===== config.mk =====
export PLATFORM = sky130hd
export DESIGN_NAME = neander_mem16_flat
export DESIGN_NICKNAME = d
export VERILOG_FILES = /design/src/rtl/neander_mem_pkg.sv /design/src/rtl/neander_mem16_if.sv /design/src/rtl/neander_mem16_chk.sv /design/src/rtl/neander_mem16_word.sv /design/src/rtl/neander_mem16.sv /design/src/flat_wrapper.sv
export SDC_FILE = /design/constraint.sdc
export NUM_CORES = 1
export LEC_CHECK = 0
export CAP_MARGIN = 20
export CELL_PAD_IN_SITES_DETAIL_PLACEMENT = 1
export CELL_PAD_IN_SITES_GLOBAL_PLACEMENT = 1
export CORE_MARGIN = 1.5
export CORE_UTILIZATION = 40
export DETAILED_ROUTE_END_ITERATION = 10
export GPL_ROUTABILITY_DRIVEN = 0
export PLACE_DENSITY = 0.7
export SETUP_SLACK_MARGIN = 0.3
export SYNTH_ARGS = -nofsm -noshare
export SYNTH_HDL_FRONTEND = slang
export SYNTH_HIERARCHICAL = 1
export SYNTH_SLANG_ARGS = --single-unit

===== constraint.sdc =====
create_clock -name clk -period 2.24 [get_ports clk]
set_input_delay 0.448 -clock clk [delete_from_list [all_inputs] [get_ports clk]]
set_output_delay 0.448 -clock clk [all_outputs]
set_load 0.02 [all_outputs]

===== src/rtl/neander_mem_pkg.sv =====
// Shared constants, FSM state type and helpers for the Neander 16x8 word memory.
// Build option MEM_INIT_EN: reset loads word i with i instead of 0x00.
package neander_mem_pkg;

    localparam int MEM_WORDS = 16;
    localparam int MEM_AW    = 4;
    localparam int MEM_DW    = 8;

    typedef enum logic [1:0] {
        IDLE   = 2'd0,
        ACCESS = 2'd1,
        DONE   = 2'd2
    } state_t;

    // One-hot word select derived from the address register.
    function automatic logic [MEM_WORDS-1:0] addr_decode(input logic [MEM_AW-1:0] a);
        logic [MEM_WORDS-1:0] sel;
        sel    = {MEM_WORDS{1'b0}};
        sel[a] = 1'b1;
        return sel;
    endfunction

    // Reset contents of word i.
    function automatic logic [MEM_DW-1:0] word_rst_val(input int unsigned i);
        logic [MEM_AW-1:0] idx;
        idx = i[MEM_AW-1:0];
`ifdef MEM_INIT_EN
        return {4'h0, idx};
`else
        return (idx == 4'h0) ? 8'h00 : 8'h00;
`endif
    endfunction

endpackage


===== src/rtl/neander_mem16_if.sv =====
// Request/response bus between a Neander-style CPU and its 16-word memory block.
interface neander_mem16_if;
    logic                               req;
    logic                               we;
    logic [neander_mem_pkg::MEM_AW-1:0] addr;
    logic [neander_mem_pkg::MEM_DW-1:0] wdata;
    logic                               ready;
    logic                               done;
    logic [neander_mem_pkg::MEM_DW-1:0] rdata;
    logic [neander_mem_pkg::MEM_AW-1:0] rem_q;

    modport master (output req, we, addr, wdata, input ready, done, rdata, rem_q);
    modport slave  (input req, we, addr, wdata, output ready, done, rdata, rem_q);
endinterface


===== src/rtl/neander_mem16_chk.sv =====
// Structural invariants of neander_mem16: word select one-hot, handshake flags track FSM state.
module neander_mem16_chk
    import neander_mem_pkg::*;
(
    input logic                 clk,
    input logic                 rst_n,
    input logic [MEM_WORDS-1:0] word_we,
    input state_t               state,
    input logic                 ready,
    input logic                 done
);

    a_sel_onehot0: assert property (@(posedge clk) disable iff (!rst_n) $onehot0(word_we));
    a_we_in_access: assert property (@(posedge clk) disable iff (!rst_n)
        (word_we != {MEM_WORDS{1'b0}}) |-> (state == ACCESS));
    a_ready_idle: assert property (@(posedge clk) disable iff (!rst_n) ready == (state == IDLE));
    a_done_state: assert property (@(posedge clk) disable iff (!rst_n) done == (state == DONE));

endmodule


===== src/rtl/neander_mem16_word.sv =====
// Single 8-bit storage word with write enable and a per-instance reset value.
module mem_word #(
    parameter logic [7:0] RST_VAL = 8'h00
) (
    input  logic       clk,
    input  logic       rst_n,
    input  logic       we,
    input  logic [7:0] d,
    output logic [7:0] q
);

    logic [7:0] q_r;

    // Word storage; loads d only when selected for a write.
    always_ff @(posedge clk or negedge rst_n) begin
        if (!rst_n) begin
            q_r <= RST_VAL;
        end else if (we) begin
            q_r <= d;
        end
    end

    assign q = q_r;

endmodule


===== src/rtl/neander_mem16.sv =====
// Neander 16x8 memory block: REM/RDM registers, 3-state access FSM, 16 mem_word instances.
// Build option MEM_INIT_EN selects the reset contents (see neander_mem_pkg::word_rst_val).
module neander_mem16
    import neander_mem_pkg::*;
(
    input logic               clk,
    input logic               rst_n,
    neander_mem16_if.slave    bus
);

    state_t               state_r;
    state_t               state_nx_s;
    logic                 ready_r;
    logic                 done_r;
    logic [MEM_AW-1:0]    rem_r;
    logic [MEM_DW-1:0]    rdm_r;
    logic                 op_r;
    logic [MEM_WORDS-1:0] word_we_s;
    logic [MEM_DW-1:0]    word_q_s [MEM_WORDS];
    logic [MEM_DW-1:0]    rd_word_s;

    // Next-state logic; requests are only looked at while idle.
    always_comb begin
        state_nx_s = state_r;
        case (state_r)
            IDLE: begin
                if (bus.req) begin
                    state_nx_s = ACCESS;
                end else begin
                    state_nx_s = IDLE;
                end
            end
            ACCESS:  state_nx_s = DONE;
            DONE:    state_nx_s = IDLE;
            default: state_nx_s = IDLE;
        endcase
    end

    // State register; ready/done are registered from the next state so they match the state.
    always_ff @(posedge clk or negedge rst_n) begin
        if (!rst_n) begin
            state_r <= IDLE;
            ready_r <= 1'b1;
            done_r  <= 1'b0;
        end else begin
            state_r <= state_nx_s;
            ready_r <= (state_nx_s == IDLE);
            done_r  <= (state_nx_s == DONE);
        end
    end

    // REM/RDM/op datapath: capture on accept, RDM reload on read access.
    always_ff @(posedge clk or negedge rst_n) begin
        if (!rst_n) begin
            rem_r <= 4'h0;
            rdm_r <= 8'h00;
            op_r  <= 1'b0;
        end else begin
            case (state_r)
                IDLE: begin
                    if (bus.req) begin
                        rem_r <= bus.addr;
                        op_r  <= bus.we;
                        if (bus.we) begin
                            rdm_r <= bus.wdata;
                        end
                    end
                end
                ACCESS: begin
                    if (!op_r) begin
                        rdm_r <= rd_word_s;
                    end
                end
                default: begin
                end
            endcase
        end
    end

    // Write strobe is gated to the ACCESS state of a write; RDM is the write data.
    always_comb begin
        word_we_s = {MEM_WORDS{1'b0}};
        if ((state_r == ACCESS) && op_r) begin
            word_we_s = addr_decode(rem_r);
        end else begin
            word_we_s = {MEM_WORDS{1'b0}};
        end
    end

    // Read mux addressed by REM.
    always_comb begin
        rd_word_s = word_q_s[rem_r];
    end

    for (genvar g = 0; g < MEM_WORDS; g++) begin : g_word
        mem_word #(
            .RST_VAL (word_rst_val(g))
        ) u_word (
            .clk   (clk),
            .rst_n (rst_n),
            .we    (word_we_s[g]),
            .d     (rdm_r),
            .q     (word_q_s[g])
        );
    end

    neander_mem16_chk u_chk (
        .clk     (clk),
        .rst_n   (rst_n),
        .word_we (word_we_s),
        .state   (state_r),
        .ready   (ready_r),
        .done    (done_r)
    );

    assign bus.ready = ready_r;
    assign bus.done  = done_r;
    assign bus.rdata = rdm_r;
    assign bus.rem_q = rem_r;

endmodule


===== src/flat_wrapper.sv =====
// flat-port wrapper written by rule: the top's interface ports become plain ports
module neander_mem16_flat import neander_mem_pkg::*;
  (clk, rst_n, bus_req, bus_we, bus_addr, bus_wdata, bus_ready, bus_done, bus_rdata, bus_rem_q);
  neander_mem16_if bus_i ();
  input logic clk;
  input logic rst_n;
  input wire logic [$bits(bus_i.req)-1:0] bus_req;
  input wire logic [$bits(bus_i.we)-1:0] bus_we;
  input wire logic [$bits(bus_i.addr)-1:0] bus_addr;
  input wire logic [$bits(bus_i.wdata)-1:0] bus_wdata;
  output wire logic [$bits(bus_i.ready)-1:0] bus_ready;
  output wire logic [$bits(bus_i.done)-1:0] bus_done;
  output wire logic [$bits(bus_i.rdata)-1:0] bus_rdata;
  output wire logic [$bits(bus_i.rem_q)-1:0] bus_rem_q;
  assign bus_i.req = bus_req;
  assign bus_i.we = bus_we;
  assign bus_i.addr = bus_addr;
  assign bus_i.wdata = bus_wdata;
  assign bus_ready = bus_i.ready;
  assign bus_done = bus_i.done;
  assign bus_rdata = bus_i.rdata;
  assign bus_rem_q = bus_i.rem_q;
  neander_mem16 u_core (.clk(clk), .rst_n(rst_n), .bus(bus_i));
endmodule

==> After elaboration in Yosys (flattened, before gate mapping) <==
Index checks and enable logic that the tools add are counted.
{ "totals": {"ff_bits": 145, "latchBits": 0, "ram_bits": 0, "rom_bits": 0, "input_bits": 16, "out_inout_bits": 14, "word_cells": 50, "n_memories": 0} }
{ "classes": {"add_sub_neg": 0, "mul": 0, "div": 0, "order_cmp": 3, "n_eq_ne": 5, "shifts": 0, "n_mux": 12, "bitwise_logic": 1, "n_reduce_logical": 7} }
{ "op_table": {"columns": ["op", "n"], "rows": [
  ["$mux W8", 5],
  ["$bmux W8 S4", 1],
  ["$mux W16", 1],
  ["$pmux W8 S2", 1],
  ["$ne A2 B2 Y1 const B", 3],
  ["$ge A5 B5 Y1 const B", 1],
  ["$lt A4 B5 Y1 const B", 1],
  ["$not A4 Y5", 1],
  ["$demux W1 S4", 1],
  ["$ge A4 B1 Y1 const B", 1],
  ["$logic_not A2 Y1", 2],
  ["$pmux W2 S2", 1],
  ["$reduce_and A4 Y1", 1],
  ["$eq A2 B1 Y1 const B", 1],
  ["$eq A2 B2 Y1 const B", 1],
  ["$logic_and A1 B1 Y1", 2],
  ["$mux W1", 2],
  ["$reduce_and A2 Y1", 1],
  ["$reduce_bool A2 Y1", 1]
]} }

==> Logic depth before layout (Yosys ltp) <==
{ "depth": {"ltp_word": 6, "mapped_depth": 9, "ltp_nobuf": 5} }

==> Hierarchy <==
Netlist, hierarchy kept.
{ "modules_own_cells": {"columns": ["module", "n_inst", "cells_per_inst", "area_per_inst_um2", "seq_area_each_um2"], "rows": [
  ["mem_word", 16, 17, 331.6, 200.2],
  ["neander_mem16", 1, 196, 1931.9, 401.6]
]} }

==> Worst setup path before layout <==
Ideal clock, no wire load.
{ "synth_path": {"kind": "reg2reg", "start": "register u_core.rem_r[1], in the netlist u_core/bus.rem_q[1]", "end": "register u_core.g_word[2].u_word.q_r[0]", "setup_ns": 0.125, "arrival_time_ns": 2.067, "t_required_ns": 2.115, "path_slack_ns": 0.048, "path_stages_with_launch": 10, "n_path_buf": 5, "period_less_slack_ns": 2.192, "cell_sequence": "dfrtp_1 > buf_6 > buf_12 > buf_6 > buf_2 > nor2b_1 > nand3_1 > nor3_1 > buf_6 > mux2_4"} }
{ "synth_between": {"elab_chain_cells": 5, "elab_cells_between_ends": 6, "classes_between": "order compare (2); mux (3); reduce/logical (1)"} }
{ "synth_rtl": {"columns": ["element", "line_no", "text"], "rows": [
  ["start: declaration", "neander_mem16.sv:15", "logic [MEM_AW-1:0] rem_r;"],
  ["start signal: assignment", "neander_mem16.sv:62", "rem_r <= bus.addr;"],
  ["$lt A4 B5 Y1 (not written as such) / $ge A4 B1 Y1 (equally long branches)", "neander_mem_pkg.sv:19", "sel[a] = 1'b1;"],
  ["$logic_and A1 B1 Y1 (not written as such)", "neander_mem_pkg.sv:19", null],
  ["$mux W1 (not written as such)", "neander_mem_pkg.sv:19", null],
  ["$demux W1 S4 *", null, null],
  ["$mux W16 *", "neander_mem16.sv:83", "if ((state_r == ACCESS) && op_r) begin"],
  ["via u_core.word_we_s[2]", "neander_mem16.sv:18", "logic [MEM_WORDS-1:0] word_we_s;"],
  ["end signal: assignment", "neander_mem16_word.sv:17", "q_r <= RST_VAL;"],
  ["end signal: assignment", "neander_mem16_word.sv:19", "q_r <= d;"],
  ["end: declaration", "neander_mem16_word.sv:12", "logic [7:0] q_r;"]
]} }
Mark *: on every way through the listed nets, which the timed path passes. The rest lies on a longest branch.
A chain may end at the register's enable or synchronous reset.

==> Worst setup path after layout <==
{ "layout_path": {"start": "register u_core.rem_r[0], in the netlist u_core/bus.rem_q[0]", "end": "register u_core.g_word[14].u_word.q_r[1]"} }
{ "layout_between": {"elab_chain_cells": 5, "elab_cells_between_ends": 6, "classes_between": "order compare (2); mux (3); reduce/logical (1)"} }
{ "layout_rtl": {"columns": ["element", "line_no"], "rows": [
  ["$lt A4 B5 Y1 (not written as such) / $ge A4 B1 Y1 (equally long branches)", "neander_mem_pkg.sv:19"],
  ["$logic_and A1 B1 Y1 (not written as such)", "neander_mem_pkg.sv:19"],
  ["$mux W1 (not written as such)", "neander_mem_pkg.sv:19"],
  ["$demux W1 S4 *", null],
  ["$mux W16 *", "neander_mem16.sv:83"],
  ["via u_core.word_we_s[14]", "neander_mem16.sv:18"],
  ["end signal: assignment", "neander_mem16_word.sv:17"],
  ["end signal: assignment", "neander_mem16_word.sv:19"],
  ["end: declaration", "neander_mem16_word.sv:12"]
]} }
Marked as above.

==> flow_summary.ini <==
[die]
die_w_um = 138
core.rowCount = 49
die-area_sq_um = 18900
io_pins = 30
die_h_um = 138
fp.coreArea_sq_um = 17800
start_util_pct = 40.6

[sta]
worst_pin_slew_ps = 537
rsz0062_at_grt = yes
whs_ps = 509
finalSetupViolations = 0
max_freq_mhz = 511
min_period_ps = 1960
final.period_utilization_pct = 87.4
slew_headroom_pct = 64.2
finClkSkew_ps = 11.1
setup_tns_ps = 0
slew_viol_final = 0
hold_viol = 0

[placement]
dp_hpwl_um = 13300
placed_cells = 738
placement.io_buffers = 29

[critical_path]
cp_top_family = flip-flops
arrival_ps = 2270
crit_path_start_kind = flip-flop
cp.required_ps = 2550
worst-path-buf-inv = 2
cp_slowest_cell = dfrtp_4
worstPathCellList = buf_4 > nor2b_4 > nand3_2 > nor2_2 > buf_6 > mux2_4
path_class = reg2reg
critPathMaxFanout = 13
crit_path_end_kind = flip-flop
max_stage_delay_ps = 560

[route]
first_pass_iters = 4
wl_per_cell_um = 26.3
drt.antenna.violating_nets = 0
drt_iter0_markers = 304
postRouteWirelength_um = 20600
drc = 0
detail_route.vias_per_cell = 5.65
route.vias.total = 4438

[clock_tree]
h-tree-depth = 4
cts_tree = built
cts_max_path_buffers = 2
clk_pin_slew_ps = 60
cts.sinks = 144
cts_buffers = 17
insertion_delay_ps = 440
cts-root-buf = clkbuf_16

[synth]
ys_types = 38
synth_edf_count = 0
netlist_instances = 468
synth_nets = 484
yosysWarningCount = 6
synth_flop_cell = dfrtp_1
synth-seq-cells = 144
seq_area_frac_synth_pct = 49.8
async_flop_share_pct = 100
syn_avg_cell_area_sq_um = 15.5
syn-cell-area_sq_um = 7240

[global_routing]
grt_max_degree = 58
antenna_found_initial = 0
track_usage_pct = 22.8
grt_pass1_vias = 4889
grt_first_pass_wirelength_um = 30800
grt-ovfl-total = 0

[cells_and_area]
fin_nets = 560
layout_common_cells = dfrtp_1 (139), mux2_4 (128), buf_4 (44)
layout.cells.non_filler = 786
n_antenna_cell = 0
drive_above_1_share_pct = 49.9
final_common_cell = dfrtp_1
finish.utilization_pct = 49.7
area_growth_syn_to_layout_pct = 22.5

[status]
outcome = finished clean

[power_and_ir_drop]
powerDensity_nw_per_um2 = 1240
leakagePower_nw = 4.07
peakVddDrop_mv = 0.623

[worst_hold_path]
hold_path_class = reg2reg

[run]
maxCapViolCount = 0
[area by class of cell]
type | count | area, sq um
clock inverter | 10 | 109
inverter | 4 | 15.0
clock buffer | 22 | 484
tap | 229 | 287
fill | 1712 | 8980
sequential | 144 | 3610
timing repair buffer | 91 | 871
multi-input combinational | 286 | 3480
[repair_timing]
action,CTS,global route
gates resized for setup,26,33
hold buffers,1,0
endpoints found under the hold margin,36,0
endpoints found under the setup margin,93,78
pin swaps,4,4
gates cloned,0,1
buffers inserted,7,7
[routing by layer]
metal,vias up,share of wire [%],GRT usage [%]
li1,1865,-,-
met1,2390,43,30.2
met2,139,48,35.2
met3,44,5.0,5.30
met4,0,3.3,10.9
met5,-,0,0
[cells in the mapped netlist, types with 2 or more instances]
cell         n  area [sq um]
dfrtp_1    143          3580
mux2_4     128          1920
mux2i_1     32           320
buf_6       20           225
nor2_1      16          60.1
mux4_2      12           270
nand2_1     11          41.3
o21ai_0     10          50.1
nand2b_1     9          56.3
a221oi_1     8          70.1
o21ai_1      8          40.0
o22ai_1      8          50.1
and2_1       7          43.8
clkbuf_1     7          26.3
inv_1        4          15.0
mux4_1       4           105
nor3_1       4          20.0
a2111oi_0    3          26.3
buf_2        3          15.0
buf_4        3          22.5
mux2_2       3          33.8
nand3_1      3          15.0
nor2b_1      3          18.8
a2111oi_1    2          20.0
a2111oi_2    2          30.0
nand3b_1     2          15.0
or3b_2       2          17.5
[cell families after synthesis]
logic type,Yosys count,share of synthesized area [%]
muxes,179,36.6
DFF,144,49.8
and+or+nand+nor,63,4.79
AOI/OAI and AO/OA,44,4.29
buffers and inverters,38,4.48
[path summary, 6_finish.rpt]
| kind | slack [ps] | endpoint | depth (start not counted) | from |
|---|---|---|---|---|
| worst max-delay path | 280 | u_core/g_word[14].u_word/q[1] | 6 | u_core/bus.rem_q[0] |
| worst min-delay path | 510 | u_core/g_word[4].u_word/q[6] | 1 | u_core/g_word[4].u_word/q[6] |
| worst max register to register | 280 | u_core/g_word[14].u_word/q[1] | 6 | u_core/bus.rem_q[0] |
| worst min register to register | 510 | u_core/g_word[4].u_word/q[6] | 1 | u_core/g_word[4].u_word/q[6] |
| max in group asynchronous | 1010 | u_core/bus.ready | 3 | rst_n |
| min in group asynchronous | 540 | u_core/g_word[15].u_word/q[2] | 2 | rst_n |
[stage by stage]
step | power, mW | worst slack (ps) | instance area [sq um]
6_report | 11.0 | 281 | 8860
5_1_grt | 11.4 | 220 | 8860
4_1_cts | 10.8 | 194 | 8630
3_5_place_dp | 7.79 | 86.1 | 7960
3_3_place_gp | 7.60 | 126 | 7960
2_1_floorplan | 6.43 | 270 | 7300
[registers in the layout (all words and copies together), names as in the netlist]
name	cells
u_core/g_word.u_word/q	128
u_core/bus.rdata	8
u_core/bus.rem_q	4
u_core/bus.done	1
u_core/bus.ready	1
u_core/op_r	1
u_core/state_r	1
[power by group]
group | internal [mW] | switching [mW]
clock | 1.75 | 1.10
combinational | 2.10 | 1.81
sequential | 3.50 | 0.696
total | 7.35 | 3.61
Note: power is estimated with default switching activity, not from simulation.
